### src/rtl/program_counter_if.sv
// program_counter_if: load/increment controls and bus value into the PC, current PC value out to AR.
interface program_counter_if #(
    parameter int reg_width = 12
);
    logic                 write_en;
    logic                 increment;
    logic [reg_width-1:0] bus_data_in;
    logic [reg_width-1:0] AR_data_out;
    modport master (output write_en, increment, bus_data_in, input AR_data_out);
    modport slave  (input write_en, increment, bus_data_in, output AR_data_out);
endinterface

### src/rtl/program_counter.sv
// program_counter: PC register that loads a bus value or steps by one; reset returns it to the reset vector.
module program_counter #(
    parameter int                   reg_width        = 12,
    parameter logic [reg_width-1:0] current_PC_value = '0
) (
    input  logic               clk,
    input  logic               reset,
    program_counter_if.slave   pc_if
);
    logic [reg_width-1:0] pc_q, pc_d;
    // A load wins over an increment issued in the same cycle.
    always_comb begin
        pc_d = pc_if.write_en  ? pc_if.bus_data_in :
               pc_if.increment ? pc_q + 1'b1 : pc_q;
    end
    always_ff @(posedge clk) begin
        if (!reset) pc_q <= current_PC_value;
        else        pc_q <= pc_d;
    end
    assign pc_if.AR_data_out = pc_q;
endmodule

### src/flat_wrapper.sv
// flat-port wrapper written by rule: the top's interface ports become plain ports
module program_counter_flat 
#(
    parameter int                   reg_width        = 12,
    parameter logic [reg_width-1:0] current_PC_value = '0
)
  (clk, reset, pc_if_write_en, pc_if_increment, pc_if_bus_data_in, pc_if_AR_data_out);
  program_counter_if #(.reg_width(reg_width)) pc_if_i ();
  input  logic clk;
  input  logic reset;
  input wire logic [$bits(pc_if_i.write_en)-1:0] pc_if_write_en;
  input wire logic [$bits(pc_if_i.increment)-1:0] pc_if_increment;
  input wire logic [$bits(pc_if_i.bus_data_in)-1:0] pc_if_bus_data_in;
  output wire logic [$bits(pc_if_i.AR_data_out)-1:0] pc_if_AR_data_out;
  assign pc_if_i.write_en = pc_if_write_en;
  assign pc_if_i.increment = pc_if_increment;
  assign pc_if_i.bus_data_in = pc_if_bus_data_in;
  assign pc_if_AR_data_out = pc_if_i.AR_data_out;
  program_counter #(.reg_width(reg_width), .current_PC_value(current_PC_value)) u_core (.clk(clk), .reset(reset), .pc_if(pc_if_i));
endmodule
### config.mk
export PLATFORM = sky130hd
export DESIGN_NAME = program_counter_flat
export DESIGN_NICKNAME = d
export VERILOG_FILES = /design/src/rtl/program_counter_if.sv /design/src/rtl/program_counter.sv /design/src/flat_wrapper.sv
export SDC_FILE = /design/constraint.sdc
export NUM_CORES = 1
export LEC_CHECK = 0
export ABC_CLOCK_PERIOD_IN_PS = 1400
export CAP_MARGIN = 20
export CORE_MARGIN = 4
export CORE_UTILIZATION = 41
export DETAILED_ROUTE_END_ITERATION = 7
export GPL_TIMING_DRIVEN = 0
export PLACE_DENSITY_LB_ADDON = 0.25
export SLEW_MARGIN = 20
export SYNTH_ARGS = -nofsm -noshare
export SYNTH_HDL_FRONTEND = slang
export SYNTH_SLANG_ARGS = --single-unit
### constraint.sdc
create_clock -name clk -period 1.4 [get_ports clk]
set_clock_uncertainty 0.15 [all_clocks]
set_input_delay 0.28 -clock clk [delete_from_list [all_inputs] [get_ports clk]]
set_output_delay 0.28 -clock clk [all_outputs]
set_load 0.01 [all_outputs]
* Yosys cells after proc, flatten, opt, wreduce, memory -nomap -nowiden
Cells that the tools add are included.
** Operators by class
- Add/subtract/negate cells :: 1
- Reduce and logical (&&, ||, !) cells :: 1
- Mux-type cells :: 2
** Operators with widths (count)
- 2-to-1 mux 12 bit :: 2
- adder 12 x 1 -> 12 bit (second input constant) :: 1
- nonzero test 2 bit :: 1
** Word-level totals
- Register bits :: 12
- Word-level logic and storage cells :: 5
- Input bits :: 16
- Output and inout bits :: 12

* Depth between registers and ports, before layout
Gate-level depths: netlist (run 1).
- Depth after elaboration :: 3
- Depth in mapped cells :: 5

* Least setup slack after synthesis (run 1)
OpenSTA, ideal clock, no wires.
- Kind :: reg-to-reg
- Start :: register u_core.pc_q[2], in the netlist u_core.pc_if.AR_data_out[2]
- End :: register u_core.pc_q[11], in the netlist u_core.pc_if.AR_data_out[11]
- Slack :: 50 ps
- Stages on the path, launching flop included :: 5
- Required time :: 1126 ps
- Data arrival time :: 1077 ps
- Path through :: dfxtp_1 > nand4_4 > nor3_2 > xnor2_1 > o22ai_1
** On the way
- Longest elaborated chain between the ends :: 3
** RTL lines
- start: declaration :: RTL line program_counter.sv:10 : logic [reg_width-1:0] pc_q, pc_d;
- start signal: assignment :: RTL line program_counter.sv:17 : if (!reset) pc_q <= current_PC_value;
- start signal: assignment :: RTL line program_counter.sv:18 : else pc_q <= pc_d;
- adder 12 x 1 -> 12 bit :: RTL line program_counter.sv:14 : pc_if.increment ? pc_q + 1'b1 : pc_q;
- 2-to-1 mux 12 bit :: RTL line program_counter.sv:14
- 2-to-1 mux 12 bit :: RTL line program_counter.sv:13 : pc_d = pc_if.write_en ? pc_if.bus_data_in :
Every way passes these cells. The select of a mux whose other input is x is not followed.
A chain may end at the register's enable or synchronous reset.

* Worst setup path in the final report (run 1)
- Start :: register u_core.pc_q[2], in the netlist u_core.pc_if.AR_data_out[2]
- End :: output port pc_if_AR_data_out[2]
** RTL lines
- end: declaration :: RTL line flat_wrapper.sv:14 : output wire logic [$bits(pc_if_i.AR_data_out)-1:0] pc_if_AR_data_out;
No word-level cell between the ends.

==> flow_summary.json, run 1 <==
{
  "status": "finished, final reports clean",
  "pre_cts_ws_ns": -0.0900,
  "fin_util_pct": 65.8,
  "final_common_cell": "clkdlybuf4s50_1",
  "drt_wl_total_um": 1580,
  "area_growth_pct": 48.8,
  "cts.sinks": 12,
  "die_h_um": 48.6,
  "die_area_um2": 2360,
  "io_pins": 28,
  "grt_use_met3_pct": 3.68,
  "wl_per_cell_um": 12.8,
  "slew_headroom_pct": 83.3,
  "tritoncts": "done",
  "die_width_um": 48.6,
  "port_buffers": 25,
  "grt_setup_unrepaired": "false",
  "setup_tns_ns": 0,
  "root_buffer": "clkbuf_4",
  "hold_start": "pc_if_write_en",
  "ir_drop_mv": 0.535,
  "setup_viol": 0,
  "nets": 126,
  "first_global_vias": 607,
  "min_path_type": "in -> reg",
  "placed_area_um2": 945,
  "ys_ff_latch": 12,
  "cp_top_family": "flip-flops",
  "drt_iter0_drc": 7,
  "num_rows": 14,
  "drv_slew": 0,
  "powerDensity_nw_per_um2": 843,
  "r2r-end": "u_core.pc_if.AR_data_out[10]",
  "syn_area_um2": 674,
  "critPathSlowestCell": "dfxtp_4",
  "critPathKind": "reg -> out",
  "coreArea_um2": 1520,
  "num_antenna_cells": 0,
  "grt_use_total_pct": 13.6,
  "grt_remaining_overflow": 0,
  "syn_area_per_cell_um2": 8.54,
  "final_cell_area_um2": 1000,
  "antenna_found_initial": 0,
  "syn_nets": 96,
  "whs_path_depth": 3,
  "grt_max_degree": 11,
  "hpwl_um": 1160,
  "grtUsageMet1_pct": 15.5,
  "routed_via_density": 5.35,
  "power_w": 0.000846,
  "ant_nets": 0,
  "reg2reg_from": "u_core.pc_if.AR_data_out[1]",
  "grtUsageMet2_pct": 21.5,
  "synth_cell_types": 18,
  "drtPass1Iterations": 4,
  "grt_pass1_wl_um": 2560,
  "r2r_cells": 5,
  "multi_input_area_um2": 413,
  "worst_slack_ns": 0.0434,
  "regArea_um2": 265,
  "syn-instance-count": 79,
  "drv_cap": 0,
  "min_to": "u_core.pc_if.AR_data_out[0]",
  "cts_buffers": 3,
  "period_needed_ns": 1.36,
  "clk_latency_ns": 0.28,
  "cts.path.max_buffers": 2,
  "fmax_ghz": 0.737,
  "htree_levels": 1,
  "ff2ff_setup_slack_ns": 0.10,
  "start_util_pct": 44.3,
  "critPathBufInv": 1,
  "start_kind": "flop",
  "most-common-layout-cells": "13 x clkdlybuf4s50_1, 11 x a21oi_1, 8 x dfxtp_2, 7 x xnor2_1",
  "leakage_nw": 0.370,
  "fillers": 129,
  "postCtsSetupBuffers": 0,
  "worstPathCellList": "clkdlybuf4s15_1",
  "ys_warn_count": 0,
  "largest_register_ffs": 12,
  "vias": 664,
  "hold_buffers": 0,
  "tightest_slew_ns": 0.250,
  "path_clk_slew_ns": 0.08,
  "finalHoldViolCount": 0,
  "drc": 0,
  "critPathRequiredTime_ns": 0.97,
  "crit_arrival_ns": 0.93,
  "gp_congestion": 0.826,
  "setup.worst_path.end_class": "output pin",
  "period_share_pct": 96.9,
  "busiest_layer": "met2",
  "synth-seq-area-share_pct": 35.6,
  "max_stage_delay_ns": 0.40,
  "cp_max_fo": 6,
  "drive_gt1_share_pct": 25.0
}
synthesized netlist by cell type:
master / instances / share of area, %
dfxtp_1: 12 / 36
a21oi_1: 11 / 8.2
nand2_1: 7 / 3.9
xnor2_1: 7 / 9.1
o21ai_0: 6 / 4.5
nor3_2: 5 / 7.4
nor2_1: 4 / 2.2
xor2_1: 4 / 5.2
buf_2: 3 / 2.2
inv_1: 3 / 1.7
nand3_1: 3 / 2.2
nand4_1: 3 / 2.8
nor3b_1: 3 / 3.3
o22ai_1: 3 / 2.8
mux2i_1: 2 / 3.0
and3_1: 1 / 0.93
ha_1: 1 / 1.9
nand4_4: 1 / 3.2
per-stage QoR:
step | cells | hold WS, ns
3_5_place_dp | 120 | 0.440
2_1_floorplan | 79 | 0.268
6_report | 124 | 0.161
5_1_grt | 124 | 0.177
3_3_place_gp | 120 | 0.414
4_1_cts | 124 | 0.167
worst max-delay path by stage:
| stage | start | endpoint | slack [ns] | depth (start not counted) |
|---|---|---|---|---|
| after global routing | u_core.pc_if.AR_data_out[7] | pc_if_AR_data_out[7] | 0.002 | 1 |
| after detailed placement | reset | u_core.pc_if.AR_data_out[10] | -0.09 | 3 |
| after floorplan | u_core.pc_if.AR_data_out[2] | u_core.pc_if.AR_data_out[11] | 0.05 | 4 |
| final | u_core.pc_if.AR_data_out[2] | pc_if_AR_data_out[2] | 0.04 | 1 |
| after global placement | reset | u_core.pc_if.AR_data_out[9] | -0.1 | 3 |
| after CTS | u_core.pc_if.AR_data_out[3] | pc_if_AR_data_out[3] | 0.002 | 1 |
cell families after synthesis:
kind of cell / Yosys count / share of synthesized area, %
DFF: 12 / 35.6
xor gates and xnor gates: 11 / 14.3
and+or+nand+nor: 27 / 26.0
AOI/OAI and AO/OA: 20 / 15.4
muxes: 2 / 2.97
buffers and inverters: 6 / 3.90
adders and majority gates: 1 / 1.85
what timing repair did:
action / in CTS / in global routing
gates resized for setup: 22 / 14
hold endpoints to repair: 0 / 0
setup endpoints to repair: 14 / 13
power breakdown:
group | internal, W | leakage [nW] | total, W | switching, W
sequential | 0.000367 | 0.105 | 0.000401 | 0.0000347
clock | 0.000158 | 0.0210 | 0.000284 | 0.000125
combinational | 0.0000926 | 0.245 | 0.000161 | 0.0000684
routing by layer:
metal	up-vias	share of wire, %
met3	5	7.0
met5	-	0
met1	301	44
met4	0	2.8
li1	340	-
met2	18	46
final cells by class:
cell class	instances	share of cell area [%]
plain buffers	3	1.50
clock buffers	4	3.62
inverters	3	1.12
multi-input cells	61	41.1
flip-flops and latches	12	26.4
well taps	16	2.00
repair buffers	25	24.2
(Power assumes the default switching activity.)
==> inputs of run 2 (changes only) <==
--- a/config.mk
+++ b/config.mk
@@ -9,6 +9,7 @@
 export CAP_MARGIN = 20
 export CORE_MARGIN = 4
 export CORE_UTILIZATION = 41
+export CTS_BUF_LIST = sky130_fd_sc_hd__clkbuf_16
 export DETAILED_ROUTE_END_ITERATION = 7
 export GPL_TIMING_DRIVEN = 0
 export PLACE_DENSITY_LB_ADDON = 0.25
==> run 2 against run 1 <==
  * Via count is 1.1% higher
  * Final cell count did not move
  * Fmax rose by 0.74%
  * Critical path depth stayed put
  * Flip-flop and latch count stayed put
  * Hold slack improved by 0.058 ns
  * Final area rose by 2.6%
  * Global-route usage rose by 0.58 points
  * Combinational power about the same
  * First-iteration DRC count rose by 86%
  * Wire length up 4.0%
  * Highest routed layer unchanged
  * Die area unchanged
==> flow_summary.json, run 2 (synthesis results as in run 1) <==
{
  "status": "finished, final reports clean",
  "die_width_um": 48.6,
  "ir_drop_mv": 0.629,
  "setup_tns_ns": 0,
  "grt_pass1_wl_um": 2680,
  "clk_latency_ns": 0.24,
  "fmax_ghz": 0.743,
  "num_rows": 14,
  "slew_headroom_pct": 83.0,
  "htree_levels": 1,
  "placed_cells": 120,
  "drt_wl_total_um": 1650,
  "die_area_um2": 2360,
  "finalHoldViolCount": 0,
  "grt_use_total_pct": 14.2,
  "port_buffers": 25,
  "hpwl_um": 1160,
  "path_clk_slew_ns": 0.04,
  "grt_max_degree": 11,
  "worstPathCellList": "dlygate4sd2_1",
  "critPathRequiredTime_ns": 0.97,
  "num_antenna_cells": 0,
  "cts_buffers": 3,
  "powerDensity_nw_per_um2": 1050,
  "coreArea_um2": 1520,
  "leakage_nw": 0.400,
  "final_cell_area_um2": 1030,
  "placed_area_um2": 945,
  "drive_gt1_share_pct": 22.2,
  "cts.sinks": 12,
  "ant_nets": 0,
  "drv_cap": 0,
  "setup.worst_path.end_class": "output pin",
  "nets": 126,
  "regArea_um2": 254,
  "min_path_type": "in -> reg",
  "drv_slew": 0,
  "period_needed_ns": 1.35,
  "most-common-layout-cells": "13 x clkdlybuf4s50_1, 12 x dlygate4sd2_1, 11 x a21oi_1, 8 x dfxtp_2, 7 x xnor2_1",
  "max_stage_delay_ns": 0.39,
  "drc": 0,
  "drtPass1Iterations": 4,
  "crit_start": "u_core.pc_if.AR_data_out[2]",
  "crit_arrival_ns": 0.92,
  "cts.path.max_buffers": 2,
  "drt_iter0_drc": 13,
  "hold_start": "pc_if_write_en",
  "fillers": 124,
  "largest_register_ffs": 12,
  "grt_remaining_overflow": 0,
  "tritoncts": "done",
  "setup_viol": 0,
  "fin_util_pct": 67.6,
  "wl_per_cell_um": 13.3,
  "power_w": 0.00108,
  "routed_via_density": 5.41,
  "hold_buffers": 0,
  "grt_setup_unrepaired": "false",
  "final_common_cell": "clkdlybuf4s50_1",
  "stdcell_count": 124,
  "gp_congestion": 0.826,
  "die_h_um": 48.6,
  "tightest_slew_ns": 0.254,
  "critPathKind": "reg -> out",
  "period_share_pct": 96.2,
  "start_util_pct": 44.3,
  "critPathSlowestCell": "dfxtp_2",
  "reg2reg_from": "u_core.pc_if.AR_data_out[1]",
  "first_global_vias": 635,
  "root_buffer": "clkbuf_16",
  "critPathBufInv": 1,
  "area_growth_pct": 52.7,
  "start_kind": "flop",
  "io_pins": 28,
  "antenna_found_initial": 0,
  "multi_input_area_um2": 415,
  "cp_max_fo": 6,
  "vias": 671,
  "cp_top_family": "flip-flops"
}
[run 2: area by class of cell]
class / instances / share of cell area [%]
Multi-Input combinational cell: 61 / 40.3
Clock buffer: 3 / 7.29
Timing Repair Buffer: 25 / 22.8
Sequential cell: 12 / 24.7
Buffer: 3 / 1.46
Tap cell: 16 / 1.94
Inverter: 3 / 1.09
Clock inverter: 1 / 0.365
[run 2: per-layer routing]
metal | vias to the layer above | wire length (um) | global-route usage (%) | share of wire, %
met5 | - | 0 | 0 | 0
met4 | 0 | 13 | 7.62 | 0.79
met3 | 2 | 133 | 3.68 | 8.1
met2 | 23 | 804 | 23.7 | 49
met1 | 307 | 697 | 16.3 | 42
li1 | 339 | - | - | -
[run 2: metrics by stage]
| step | worst slack, ns | hold WS (ns) |
|---|---|---|
| after CTS | 0.0163 | 0.223 |
| final | 0.0534 | 0.220 |
| after global placement | -0.0975 | 0.414 |
| after global routing | 0.00367 | 0.236 |
| after detailed placement | -0.0900 | 0.440 |
| after floorplan | 0.0499 | 0.268 |
[run 2: timing repair]
action | 4_1_cts | 5_1_grt
setup buffers | 0 | 0
cloned | 0 | 0
endpoints found under the setup margin | 15 | 8
resized for setup | 19 | 6
[run 2: worst paths after layout]
kind	depth (start not counted)	end	slack [ns]
hold reg to reg	3	u_core.pc_if.AR_data_out[0]	0.43
hold / removal	3	u_core.pc_if.AR_data_out[0]	0.22
setup reg to reg	5	u_core.pc_if.AR_data_out[10]	0.10
setup / recovery	1	pc_if_AR_data_out[2]	0.05
[run 2: power by group]
part	total [W]	switching, W	internal (W)
Clock	0.000517	0.000141	0.000375
Sequential	0.000405	0.0000343	0.000370
Combinational	0.000159	0.0000693	0.0000900
